`src/rtl/decode_pipe.sv`:
```
// Instruction decode stage: extracts fields and immediates, selects operands from
// the bypass network or register file, stalls on unready producers, and holds one
// decoded instruction in an output register with valid/ready handshaking.
module decode_pipe #(
    parameter int ARCH_LEN = 32,
    parameter int NUM_BYP  = 3,
    parameter int CNT_W    = 32
) (
    input  logic                         clk,
    input  logic                         rst,
    input  logic                         in_valid,
    input  logic [31:0]                  in_inst,
    output logic                         in_ready,
    input  logic                         flush,
    output logic [4:0]                   rf_raddr1,
    output logic [4:0]                   rf_raddr2,
    input  logic [ARCH_LEN-1:0]          rf_rdata1,
    input  logic [ARCH_LEN-1:0]          rf_rdata2,
    input  logic [NUM_BYP-1:0]           byp_valid,
    input  logic [NUM_BYP-1:0]           byp_wen,
    input  logic [NUM_BYP-1:0]           byp_rdy,
    input  logic [5*NUM_BYP-1:0]         byp_dst,
    input  logic [ARCH_LEN*NUM_BYP-1:0]  byp_data,
    output logic                         out_valid,
    input  logic                         out_ready,
    output logic [ARCH_LEN-1:0]          out_src1,
    output logic [ARCH_LEN-1:0]          out_src2,
    output logic [ARCH_LEN-1:0]          out_imm,
    output logic [4:0]                   out_dst,
    output logic [2:0]                   out_func3,
    output logic [6:0]                   out_func7,
    output logic [6:0]                   out_opcode,
    output logic                         out_wen,
    output logic                         out_is_load,
    output logic                         out_is_store,
    output logic                         out_is_branch,
    output logic                         out_is_jump,
    output logic [CNT_W-1:0]             stall_cnt
);

    localparam logic [6:0] OP_REG    = 7'b0110011;
    localparam logic [6:0] OP_IMM    = 7'b0010011;
    localparam logic [6:0] OP_LOAD   = 7'b0000011;
    localparam logic [6:0] OP_STORE  = 7'b0100011;
    localparam logic [6:0] OP_BRANCH = 7'b1100011;
    localparam logic [6:0] OP_LUI    = 7'b0110111;
    localparam logic [6:0] OP_AUIPC  = 7'b0010111;
    localparam logic [6:0] OP_JAL    = 7'b1101111;
    localparam logic [6:0] OP_JALR   = 7'b1100111;

    typedef struct packed {
        logic [ARCH_LEN-1:0] src1;
        logic [ARCH_LEN-1:0] src2;
        logic [ARCH_LEN-1:0] imm;
        logic [4:0]          dst;
        logic [2:0]          func3;
        logic [6:0]          func7;
        logic [6:0]          opcode;
        logic                wen;
        logic                is_load;
        logic                is_store;
        logic                is_branch;
        logic                is_jump;
    } dec_t;

    // Returns {hazard, operand}. Scanning oldest to youngest lets the youngest match win.
    function automatic logic [ARCH_LEN:0] pick_operand(
        input logic                        used,
        input logic [4:0]                  r,
        input logic [ARCH_LEN-1:0]         rf,
        input logic [NUM_BYP-1:0]          bv,
        input logic [NUM_BYP-1:0]          bw,
        input logic [NUM_BYP-1:0]          br,
        input logic [5*NUM_BYP-1:0]        bd,
        input logic [ARCH_LEN*NUM_BYP-1:0] bdata
    );
        logic                hit;
        logic                rdy;
        logic [ARCH_LEN-1:0] data;
        hit  = 1'b0;
        rdy  = 1'b0;
        data = rf;
        for (int i = NUM_BYP - 1; i >= 0; i--) begin
            if (bv[i] && bw[i] && bd[5*i +: 5] == r) begin
                hit  = 1'b1;
                rdy  = br[i];
                data = bdata[ARCH_LEN*i +: ARCH_LEN];
            end
        end
        if (!used)
            return {1'b0, rf};
        else if (r == 5'd0)
            return {1'b0, {ARCH_LEN{1'b0}}};
        else if (hit && !rdy)
            return {1'b1, data};
        else
            return {1'b0, data};
    endfunction

    logic [6:0]          opcode;
    logic [4:0]          rs1;
    logic [4:0]          rs2;
    logic                use_rs1;
    logic                use_rs2;
    logic [31:0]         imm32;
    logic [ARCH_LEN:0]   op1;
    logic [ARCH_LEN:0]   op2;
    logic                hazard;
    logic                accept;
    dec_t                dec_d;
    dec_t                dec_q;
    logic                out_valid_d;
    logic                out_valid_q;
    logic [CNT_W-1:0]    stall_cnt_d;
    logic [CNT_W-1:0]    stall_cnt_q;

    assign opcode    = in_inst[6:0];
    assign rs1       = in_inst[19:15];
    assign rs2       = in_inst[24:20];
    assign rf_raddr1 = rs1;
    assign rf_raddr2 = rs2;

    always_comb begin
        // NOTE: every comb output gets a default first so no path can infer a latch.
        imm32   = 32'd0;
        use_rs1 = 1'b0;
        use_rs2 = 1'b0;
        unique case (opcode)
            OP_REG: begin
                use_rs1 = 1'b1;
                use_rs2 = 1'b1;
            end
            OP_IMM, OP_LOAD, OP_JALR: begin
                use_rs1 = 1'b1;
                imm32   = {{20{in_inst[31]}}, in_inst[31:20]};
            end
            OP_STORE: begin
                use_rs1 = 1'b1;
                use_rs2 = 1'b1;
                imm32   = {{20{in_inst[31]}}, in_inst[31:25], in_inst[11:7]};
            end
            OP_BRANCH: begin
                use_rs1 = 1'b1;
                use_rs2 = 1'b1;
                imm32   = {{19{in_inst[31]}}, in_inst[31], in_inst[7],
                           in_inst[30:25], in_inst[11:8], 1'b0};
            end
            OP_LUI, OP_AUIPC: imm32 = {in_inst[31:12], 12'd0};
            OP_JAL: imm32 = {{11{in_inst[31]}}, in_inst[31], in_inst[19:12],
                             in_inst[20], in_inst[30:21], 1'b0};
            default: imm32 = 32'd0;
        endcase
    end

    always_comb begin
        op1 = pick_operand(use_rs1, rs1, rf_rdata1, byp_valid, byp_wen, byp_rdy, byp_dst, byp_data);
        op2 = pick_operand(use_rs2, rs2, rf_rdata2, byp_valid, byp_wen, byp_rdy, byp_dst, byp_data);
    end

    assign hazard   = in_valid && (op1[ARCH_LEN] || op2[ARCH_LEN]);
    assign in_ready = rst && !hazard && (!out_valid_q || out_ready) && !flush;
    assign accept   = in_valid && in_ready;

    always_comb begin
        dec_d           = dec_q;
        out_valid_d     = out_valid_q;
        stall_cnt_d     = stall_cnt_q;
        if (flush) begin
            out_valid_d = 1'b0;
        end else if (accept) begin
            out_valid_d     = 1'b1;
            dec_d.src1      = op1[ARCH_LEN-1:0];
            dec_d.src2      = op2[ARCH_LEN-1:0];
            dec_d.imm       = ARCH_LEN'($signed(imm32));
            dec_d.dst       = in_inst[11:7];
            dec_d.func3     = in_inst[14:12];
            dec_d.func7     = in_inst[31:25];
            dec_d.opcode    = opcode;
            dec_d.wen       = (in_inst[11:7] != 5'd0) &&
                              (opcode == OP_REG || opcode == OP_IMM || opcode == OP_LOAD ||
                               opcode == OP_LUI || opcode == OP_AUIPC || opcode == OP_JAL ||
                               opcode == OP_JALR);
            dec_d.is_load   = (opcode == OP_LOAD);
            dec_d.is_store  = (opcode == OP_STORE);
            dec_d.is_branch = (opcode == OP_BRANCH);
            dec_d.is_jump   = (opcode == OP_JAL) || (opcode == OP_JALR);
        end else if (out_ready) begin
            out_valid_d = 1'b0;
        end
        if (hazard && !flush && stall_cnt_q != {CNT_W{1'b1}})
            stall_cnt_d = stall_cnt_q + CNT_W'(1);
    end

    // NOTE: sequential state uses non-blocking assignments so every flop samples pre-edge values.
    always_ff @(posedge clk or negedge rst) begin
        if (!rst) begin
            // NOTE: the payload register is reset too, since its reset value is externally visible.
            out_valid_q <= 1'b0;
            dec_q       <= '0;
            stall_cnt_q <= '0;
        end else begin
            out_valid_q <= out_valid_d;
            dec_q       <= dec_d;
            stall_cnt_q <= stall_cnt_d;
        end
    end

    assign out_valid     = out_valid_q;
    assign out_src1      = dec_q.src1;
    assign out_src2      = dec_q.src2;
    assign out_imm       = dec_q.imm;
    assign out_dst       = dec_q.dst;
    assign out_func3     = dec_q.func3;
    assign out_func7     = dec_q.func7;
    assign out_opcode    = dec_q.opcode;
    assign out_wen       = dec_q.wen;
    assign out_is_load   = dec_q.is_load;
    assign out_is_store  = dec_q.is_store;
    assign out_is_branch = dec_q.is_branch;
    assign out_is_jump   = dec_q.is_jump;
    assign stall_cnt     = stall_cnt_q;

endmodule

```
`config.mk`:
```
export PLATFORM = sky130hd
export DESIGN_NAME = decode_pipe
export DESIGN_NICKNAME = d
export VERILOG_FILES = /design/src/rtl/decode_pipe.sv
export SDC_FILE = /design/constraint.sdc
export NUM_CORES = 1
export LEC_CHECK = 0
export CAP_MARGIN = 40
export CORE_MARGIN = 2
export CORE_UTILIZATION = 23
export DETAILED_ROUTE_END_ITERATION = 7
export PLACE_DENSITY = 0.59
export SKIP_CTS_REPAIR_TIMING = 1
export SYNTH_ARGS = -nofsm -noshare
export SYNTH_HDL_FRONTEND = slang
export SYNTH_SLANG_ARGS = --single-unit
```
`constraint.sdc`:
```
create_clock -name clk -period 3.37 [get_ports clk]
set_input_delay 0.674 -clock clk [delete_from_list [all_inputs] [get_ports clk]]
set_output_delay 0.674 -clock clk [all_outputs]
set_load 0.02 [all_outputs]
```
## After elaboration in Yosys (flattened, before gate mapping)

Cells that the tools add are included.
Widths: inputs -> output; s select.

| cells by class | value |
|---|---|
| equal/unequal tests | 16 |
| add/sub/neg operators | 1 |
| reductions and logical operators | 42 |
| bitwise operators | 1 |
| mux-type cells | 30 |

Operators by type and width:

| operator | count |
|---|---|
| $mux 33 | 6 |
| $mux 32 | 6 |
| $pmux 32 s5 | 1 |
| $add 32x1->32 const B | 1 |
| $ne 32x32->1 const B | 1 |
| $eq 5x5->1 | 6 |
| $eq 7x6->1 const B | 3 |
| $eq 7x7->1 const B | 3 |
| $logic_and 1x1->1 | 19 |
| $mux 1 | 17 |
| $eq 7x5->1 const B | 2 |
| $logic_not 5->1 | 2 |
| $logic_or 1x1->1 | 9 |
| $eq 7x2->1 const B | 1 |
| $reduce_or 3->1 | 2 |
| $reduce_or 6->1 | 1 |
| $logic_not 1->1 | 5 |
| $reduce_bool 5->1 | 1 |
| $reduce_bool 3->1 | 1 |
| $reduce_and 2->1 | 1 |
| $reduce_or 2->1 | 1 |
| $not 1->1 | 1 |

| storage, ports and cells | value |
|---|---|
| flip-flop bits (word level) | 156 |
| input bits | 221 |
| output and inout port bits | 167 |

## Depth between registers and ports, before layout

Gate-level depths: netlist of run 1.

| logic depth | value |
|---|---|
| depth in word-level cells | 19 |
| depth in mapped cells | 10 |
| mapped depth without buffers | 7 |

## Worst setup path before layout of run 1

No wires, ideal clock.

| path | value |
|---|---|
| kind | input to output |
| start | input port in_inst[20] |
| end | output port in_ready |
| arrival time | 2474 ps |
| slack | 222 ps |
| stages on the path | 9 |
| path through | buf_2 or4_1 o211ai_2 a31o_2 nor2_1 a32oi_2 buf_4 buf_6 and2_1 |

| on the way | value |
|---|---|
| cells in the longest elaborated chain, start to end | 16 |
| elaborated cells between the ends (all ways) | 24 |
| those cells by class | 3 x eq/ne; 9 x mux; 12 x reduce/logical |

Ends and longest elaborated chain:

| item | line | RTL |
|---|---|---|
| start: declaration | 12 | `input logic [31:0] in_inst,` |
| $eq 5x5->1 | 84 | `if (bv[i] && bw[i] && bd[5*i +: 5] == r) begin` |
| $logic_and 1x1->1 | 84 |  |
| $mux 1 (3 in a row) | 84 |  |
| $logic_not 1->1 | 94 | `else if (hit && !rdy)` |
| $logic_and 1x1->1 | 94 |  |
| $mux 33 | 94 |  |
| $mux 33 * | 92 | `else if (r == 5'd0)` |
| $mux 33 * | 90 | `if (!used)` |
| $logic_or 1x1->1 * | 160 | `assign hazard = in_valid && (op1[ARCH_LEN] \|\| op2[ARCH_LEN]);` |
| $logic_and 1x1->1 * | 160 |  |
| $logic_not 1->1 * | 161 | `assign in_ready = rst && !hazard && (!out_valid_q \|\| out_ready) && !flush;` |
| $logic_and 1x1->1 * (3 in a row) | 161 |  |
| end: declaration | 13 | `output logic in_ready,` |

Mark *: on every way between the ends. The rest lies on a longest branch, timed or not.

## Final worst setup path of run 1

| path | value |
|---|---|
| start | input port byp_wen[2] |
| end | output port in_ready |

| on the way | value |
|---|---|
| cells in the longest elaborated chain, start to end | 16 |
| elaborated cells between the ends (all ways) | 31 |
| those cells by class | 18 x mux; 13 x reduce/logical |

Ends and longest elaborated chain:

| item | line | RTL |
|---|---|---|
| start: declaration | 20 | `input logic [NUM_BYP-1:0] byp_wen,` |
| $logic_and 1x1->1 * | 84 |  |
| $logic_and 1x1->1 | 84 |  |
| $mux 1 (3 in a row) | 84 |  |
| $logic_not 1->1 | 94 |  |
| $logic_and 1x1->1 | 94 |  |
| $mux 33 | 94 |  |
| $mux 33 | 92 |  |
| $mux 33 | 90 |  |
| $logic_or 1x1->1 * | 160 |  |
| $logic_and 1x1->1 * | 160 |  |
| $logic_not 1->1 * | 161 |  |
| $logic_and 1x1->1 * (3 in a row) | 161 |  |

Marks and branches as above.

==> qor.yml, run 1 <==
nFillCells: 3902
port_buffers: 387
cts_sinks: 156
num_vias: 9371
finish.instance_area_mm2: 0.0148
wirelength_um: 38100
synth_area_leader_cell: "dfrtp_1"
power.total_mw: 6.12
tightest_slew_ps: 896
grt-ovfl-total: 0
fin_skew_ps: 11.6
setup-tns-final_ps: 0
ys_async_sr_fraction: 1.00
cts_buffer_depth: 2
worstPathMaxFanout: 2
setup_viol: 0
drt_first_pass_iters: 7
grt_max_degree: 157
yosysWarnings: 0
rows: 72
end_kind: "output port"
yosysUniqueCellTypes: 58
clock-root-buffer: "clkbuf_16"
synth-seq-area-share: 0.430
clk_transition_reported_paths_ps: 70
cp.arrival_ps: 2620
areaGrowthSynthToFinish_pct: 62.6
drt_iter0_drc: 744
ir_drop_v: 0.000344
insertion_delay_ps: 450
syn_nets: 1202
synth_area_leaders: "dfrtp_1 (43%), a21oi_1 (9.4%), nor2_1 (7.1%)"
detailed_place_hpwl_um: 28100
leakage_nw: 6.44
synth.cell_area_mm2: 0.00907
grt_pass1_vias: 9388
placed_cell_area_mm2: 0.0141
synthCells: 980
slew_viol_final: 0
status: "finished, final reports clean"
worstPathRequired_ps: 2700
wl_per_cell_um: 19.9
hold_viol: 0
fmax_mhz: 303
gr-usage-all-layers: 0.182
layout_common_cells: "clkdlybuf4s50_1 (369), a21oi_1 (171), nor2_1 (168), dfrtp_1 (156), buf_4 (75)"
h-tree-depth: 4
fp.dieH_um: 203
hold_slack_ps: 378
gp_congestion: 0.876
post-place-ws_ps: -808
fin_crit_sh: 0.978
postRouteAntennaNets: 0
setup.worst_path.start: "byp_wen[2]"
hp-class: "in -> async"
synth_seq_cells: 156
via_per_inst: 4.89
initial_core_util: 0.234
cts_tree: "done"
drv_cap: 0
core_area_mm2: 0.0388
drive_gt1_frac: 0.127
grt_pass1_wl_um: 57000
synth_top_area_frac: 0.430
antenna_found_initial: 6
die_w_um: 203
criticalPathCategory: "in -> out"
synth_edf_count: 0
power_density_mw_per_mm2: 415
startpoint_type: "input pin"
die-area_mm2: 0.0411
syn_avg_cell_area_um2: 9.26
nets: 1608
numCtsBuffers: 17
min_period_ps: 3300
relSlewSlack: 0.402
io_pins: 388
final_common_cell: "clkdlybuf4s50_1"
setup_slack_ps: 73.4
ys.flop_type: "dfrtp_1"
drc: 0
r2r-start: "stall_cnt[0]"
per-stage QoR:
step	utilization	cells
after floorplan	-	980
after global placement	0.360	1881
after detailed placement	0.362	1884
after CTS	0.377	1916
after global routing	0.380	1917
final	0.380	1918
path summary, 6_finish.rpt:
| path | cells past startpoint | endpoint | slack [ps] |
|---|---|---|---|
| max | 9 | in_ready | 70 |
| min reg2reg | 1 | stall_cnt[17] | 490 |
| min | 2 | out_func7[6] | 380 |
| min in group clk | 1 | stall_cnt[17] | 490 |
| max in group asynchronous | 2 | out_src2[24] | 2300 |
| max reg2reg | 7 | stall_cnt[31] | 590 |
sequential cells by signal, summed over array words and instances, names as in the netlist, 3 cells and up:
| name | flops |
|---|---|
| stall_cnt | 32 |
| out_func3 | 3 |
| out_func7 | 7 |
| out_opcode | 7 |
| out_imm | 32 |
| out_src1 | 32 |
| out_src2 | 32 |
| out_dst | 5 |
cells by family (layout without fill, tap and decap cells):
kind of cell / count (synthesis) / in the layout / share of synthesized area
xor gates and xnor gates: 61 / 61 / 0.0589
other: 0 / 1 / 0
DFF: 156 / 156 / 0.430
AOI/OAI and AO/OA: 268 / 268 / 0.194
adders and majority gates: 1 / 1 / 0.00138
muxes: 90 / 90 / 0.103
and+or+nand+nor: 302 / 302 / 0.158
buffers and inverters: 102 / 521 / 0.0551
layout make-up:
cell class / count / area [um2] / area share
Timing Repair Buffer: 477 / 4800 / 0.325
Multi-Input combinational cell: 722 / 4780 / 0.324
Sequential cell: 156 / 3900 / 0.265
Tap cell: 518 / 648 / 0.0439
Clock buffer: 19 / 443 / 0.0300
Clock inverter: 13 / 130 / 0.00882
Inverter: 12 / 45.0 / 0.00305
Antenna cell: 1 / 2.50 / 0.000170
critical path: stages:
cell,delay [ps]
clkdlybuf4s50_1,500
nand2_1,80
buf_4,140
nor4_1,490
o311ai_4,210
nand3_2,150
a32oi_4,80
and2_4,180
buf_6,120
metal layers:
metal | GRT usage | part of all wire | vias up
met3 | 0.0663 | 0.10 | 39
met1 | 0.226 | 0.42 | 4509
li1 | - | - | 4411
met5 | 0 | 0.0019 | -
met4 | 0.0532 | 0.012 | 10
met2 | 0.294 | 0.46 | 402
report_power, final:
group          switching (mW)  internal, mW  total, mW
Combinational           0.940         0.979       1.92
Clock                   0.874          1.06       1.93
Sequential              0.143          2.13       2.28
cell usage after synthesis, types with 17 or more instances:
cell type	count
nor2_1	171
buf_4	21
buf_2	25
xnor2_1	18
a222oi_1	64
nand3_1	27
nand2_1	19
nor3_1	17
mux2_2	26
clkbuf_1	41
dfrtp_1	156
xor2_1	43
a21oi_1	171
mux2i_1	64
Note: power is estimated with default switching activity, not from simulation.
==> run 2, diff against run 1 <==
- CORE_MARGIN: 2 -> unset
- clock period: 3.37 -> 3.7 ns (I/O delays scaled with it)
==> qor.yml, run 2 (same netlist as run 1, synthesis figures left out) <==
status: "finished, violations left"  # was finished, final reports clean
h-tree-depth: 4  # unchanged
post-place-ws_ps: -579  # was -808 ps
clk_transition_reported_paths_ps: 70  # about the same
hold_viol: 0  # unchanged
drc: 9  # was 0
tightest_slew_ps: 804  # was 896 ps
via_per_inst: 4.89  # about the same
fin_crit_sh: 0.979
slew_viol_final: 0  # unchanged
cts_tree: "done"  # unchanged
drv_cap: 0  # unchanged
ir_drop_v: 0.000300  # was 0.000344 V
end_kind: "output port"  # unchanged
setup_slack_ps: 79.5  # was 73.4 ps
fmax_mhz: 276
cts_sinks: 156  # unchanged
finish.instance_area_mm2: 0.0146  # was 0.0148 mm2
leakage_nw: 6.24  # was 6.44 nW
wl_per_cell_um: 20.6  # was 19.9 um
grt_max_degree: 69  # was 157
hp-class: "in -> async"  # unchanged
crit_family: "simple AND/OR/NAND/NOR gates"  # unchanged
slowest_delay_ps: 500  # about the same
numCtsBuffers: 17  # unchanged
drive_gt1_frac: 0.120  # was 0.127
num_vias: 9380  # was 9371
wirelength_um: 39400  # was 38100 um
layout.cells.non_filler: 1917  # was 1918
crit_buf_inv: 2  # was 3
rsz0062_at_grt: "false"
worstPathMaxFanout: 2  # unchanged
cp.arrival_ps: 2880  # was 2620 ps
min_period_ps: 3620
dp.cells: 1878  # was 1884
startpoint_type: "input pin"  # unchanged
gp_congestion: 0.894  # was 0.876
cp_slowest_cell: "clkdlybuf4s50_1"  # unchanged
layout_common_cells: "clkdlybuf4s50_1 (381), a21oi_1 (171), nor2_1 (168), dfrtp_1 (156), buf_4 (74)"  # was clkdlybuf4s50_1 (369), a21oi_1 (171), nor2_1 (168), dfrtp_1 (156), buf_4 (75)
fin_skew_ps: 8.79  # was 11.6 ps
core_area_mm2: 0.0387  # was 0.0388 mm2
nets: 1602  # was 1608
drt_first_pass_iters: 8  # was 7
rows: 72  # unchanged
die-area_mm2: 0.0403  # was 0.0411 mm2
port_buffers: 387  # unchanged
initial_core_util: 0.234  # about the same
clock-root-buffer: "clkbuf_16"  # unchanged
grt-ovfl-total: 0  # unchanged
antenna_found_initial: 10  # was 6
setup_viol: 0  # unchanged
fp.dieH_um: 201  # was 203 um
violations: "DRC"
io_pins: 388  # unchanged
power_density_mw_per_mm2: 378  # was 415 mW/mm2
placed_cell_area_mm2: 0.0140  # was 0.0141 mm2
detailed_place_hpwl_um: 29000  # was 28100 um
postRouteAntennaNets: 0  # unchanged
cts_buffer_depth: 2  # unchanged
crit_chain: "clkdlybuf4s50_1 -> xnor2_1 -> nand2_1 -> or3_4 -> a211o_4 -> a32oi_4 -> and2_4 -> buf_4"  # was clkdlybuf4s50_1 -> nand2_1 -> buf_4 -> nor4_1 -> o311ai_4 -> nand3_2 -> a32oi_4 -> and2_4 -> buf_6
nFillCells: 3871  # was 3902
relSlewSlack: 0.464  # was 0.402
die_w_um: 201  # was 203 um
insertion_delay_ps: 440  # was 450 ps
drt_iter0_drc: 797  # was 744
criticalPathCategory: "in -> out"  # unchanged
gr-usage-all-layers: 0.194  # was 0.182
ff2ff_setup_slack_ps: 940  # was 590 ps
final_common_cell: "clkdlybuf4s50_1"  # unchanged
grt_pass1_vias: 9630  # was 9388
grt_pass1_wl_um: 60000  # was 57000 um
areaGrowthSynthToFinish_pct: 60.8  # was 62.6%
worstPathRequired_ps: 2960  # was 2700 ps
run 2: cell count changes in the layout (fill, tap and decap cells not counted), sizes merged, moves of 3 or more:
cell	before	now
clkinvlp	2	7
inv	19	16
buf	92	86
clkdlybuf4s50	369	381
diode	1	6
dlymetal6s2s	16	4
run 2: power by group:
part	internal [mW]	leakage [nW]	switching (mW)	total, mW
combinational	0.890	4.10	0.852	1.74
sequential	1.94	1.89	0.131	2.07
clock	0.886	0.250	0.807	1.69
total	3.72	6.24	1.79	5.51
run 2: path summary, 6_finish.rpt:
path                               start             to  depth (start not counted)
setup / recovery             in_inst[16]       in_ready                          8
hold / removal                       rst     out_imm[9]                          1
setup reg to reg            stall_cnt[6]   stall_cnt[4]                          7
hold reg to reg            stall_cnt[17]  stall_cnt[17]                          1
max in group asynchronous            rst   out_src2[20]                          3
min in group clk           stall_cnt[17]  stall_cnt[17]                          1
run 2: stage by stage:
stage               power (mW)   util  hold WS (ps)  TNS (ps)
floorplan                 2.81      -           444         0
global placement          3.83  0.358           476      -600
detailed placement        3.85  0.361           478      -579
CTS                       5.59  0.375          95.3      -597
global route              5.78  0.376           115         0
finish                    5.51  0.377           126         0
run 2: metal layers:
metal	share of wire	track usage
met4	0.012	0.0597
met2	0.47	0.317
met1	0.43	0.239
met3	0.087	0.0677
met5	0.0014	0
run 2: cell type report:
cell class,count,area [um2],share of cell area
Multi-Input combinational cell,722,4750,0.325
Inverter,12,45.0,0.00309
Clock inverter,14,113,0.00772
Tap cell,518,648,0.0444
Timing Repair Buffer,471,4680,0.321
Clock buffer,18,439,0.0301
Sequential cell,156,3900,0.268
Antenna cell,6,15.0,0.00103
run 2: worst reg2reg max path, stage by stage (launching register included):
cell	delay [ps]
dfrtp_1	460
and4_1	280
nand3_1	140
nor3_2	430
and4_1	740
nor2_1	220
and3b_1	250
xor2_1	130
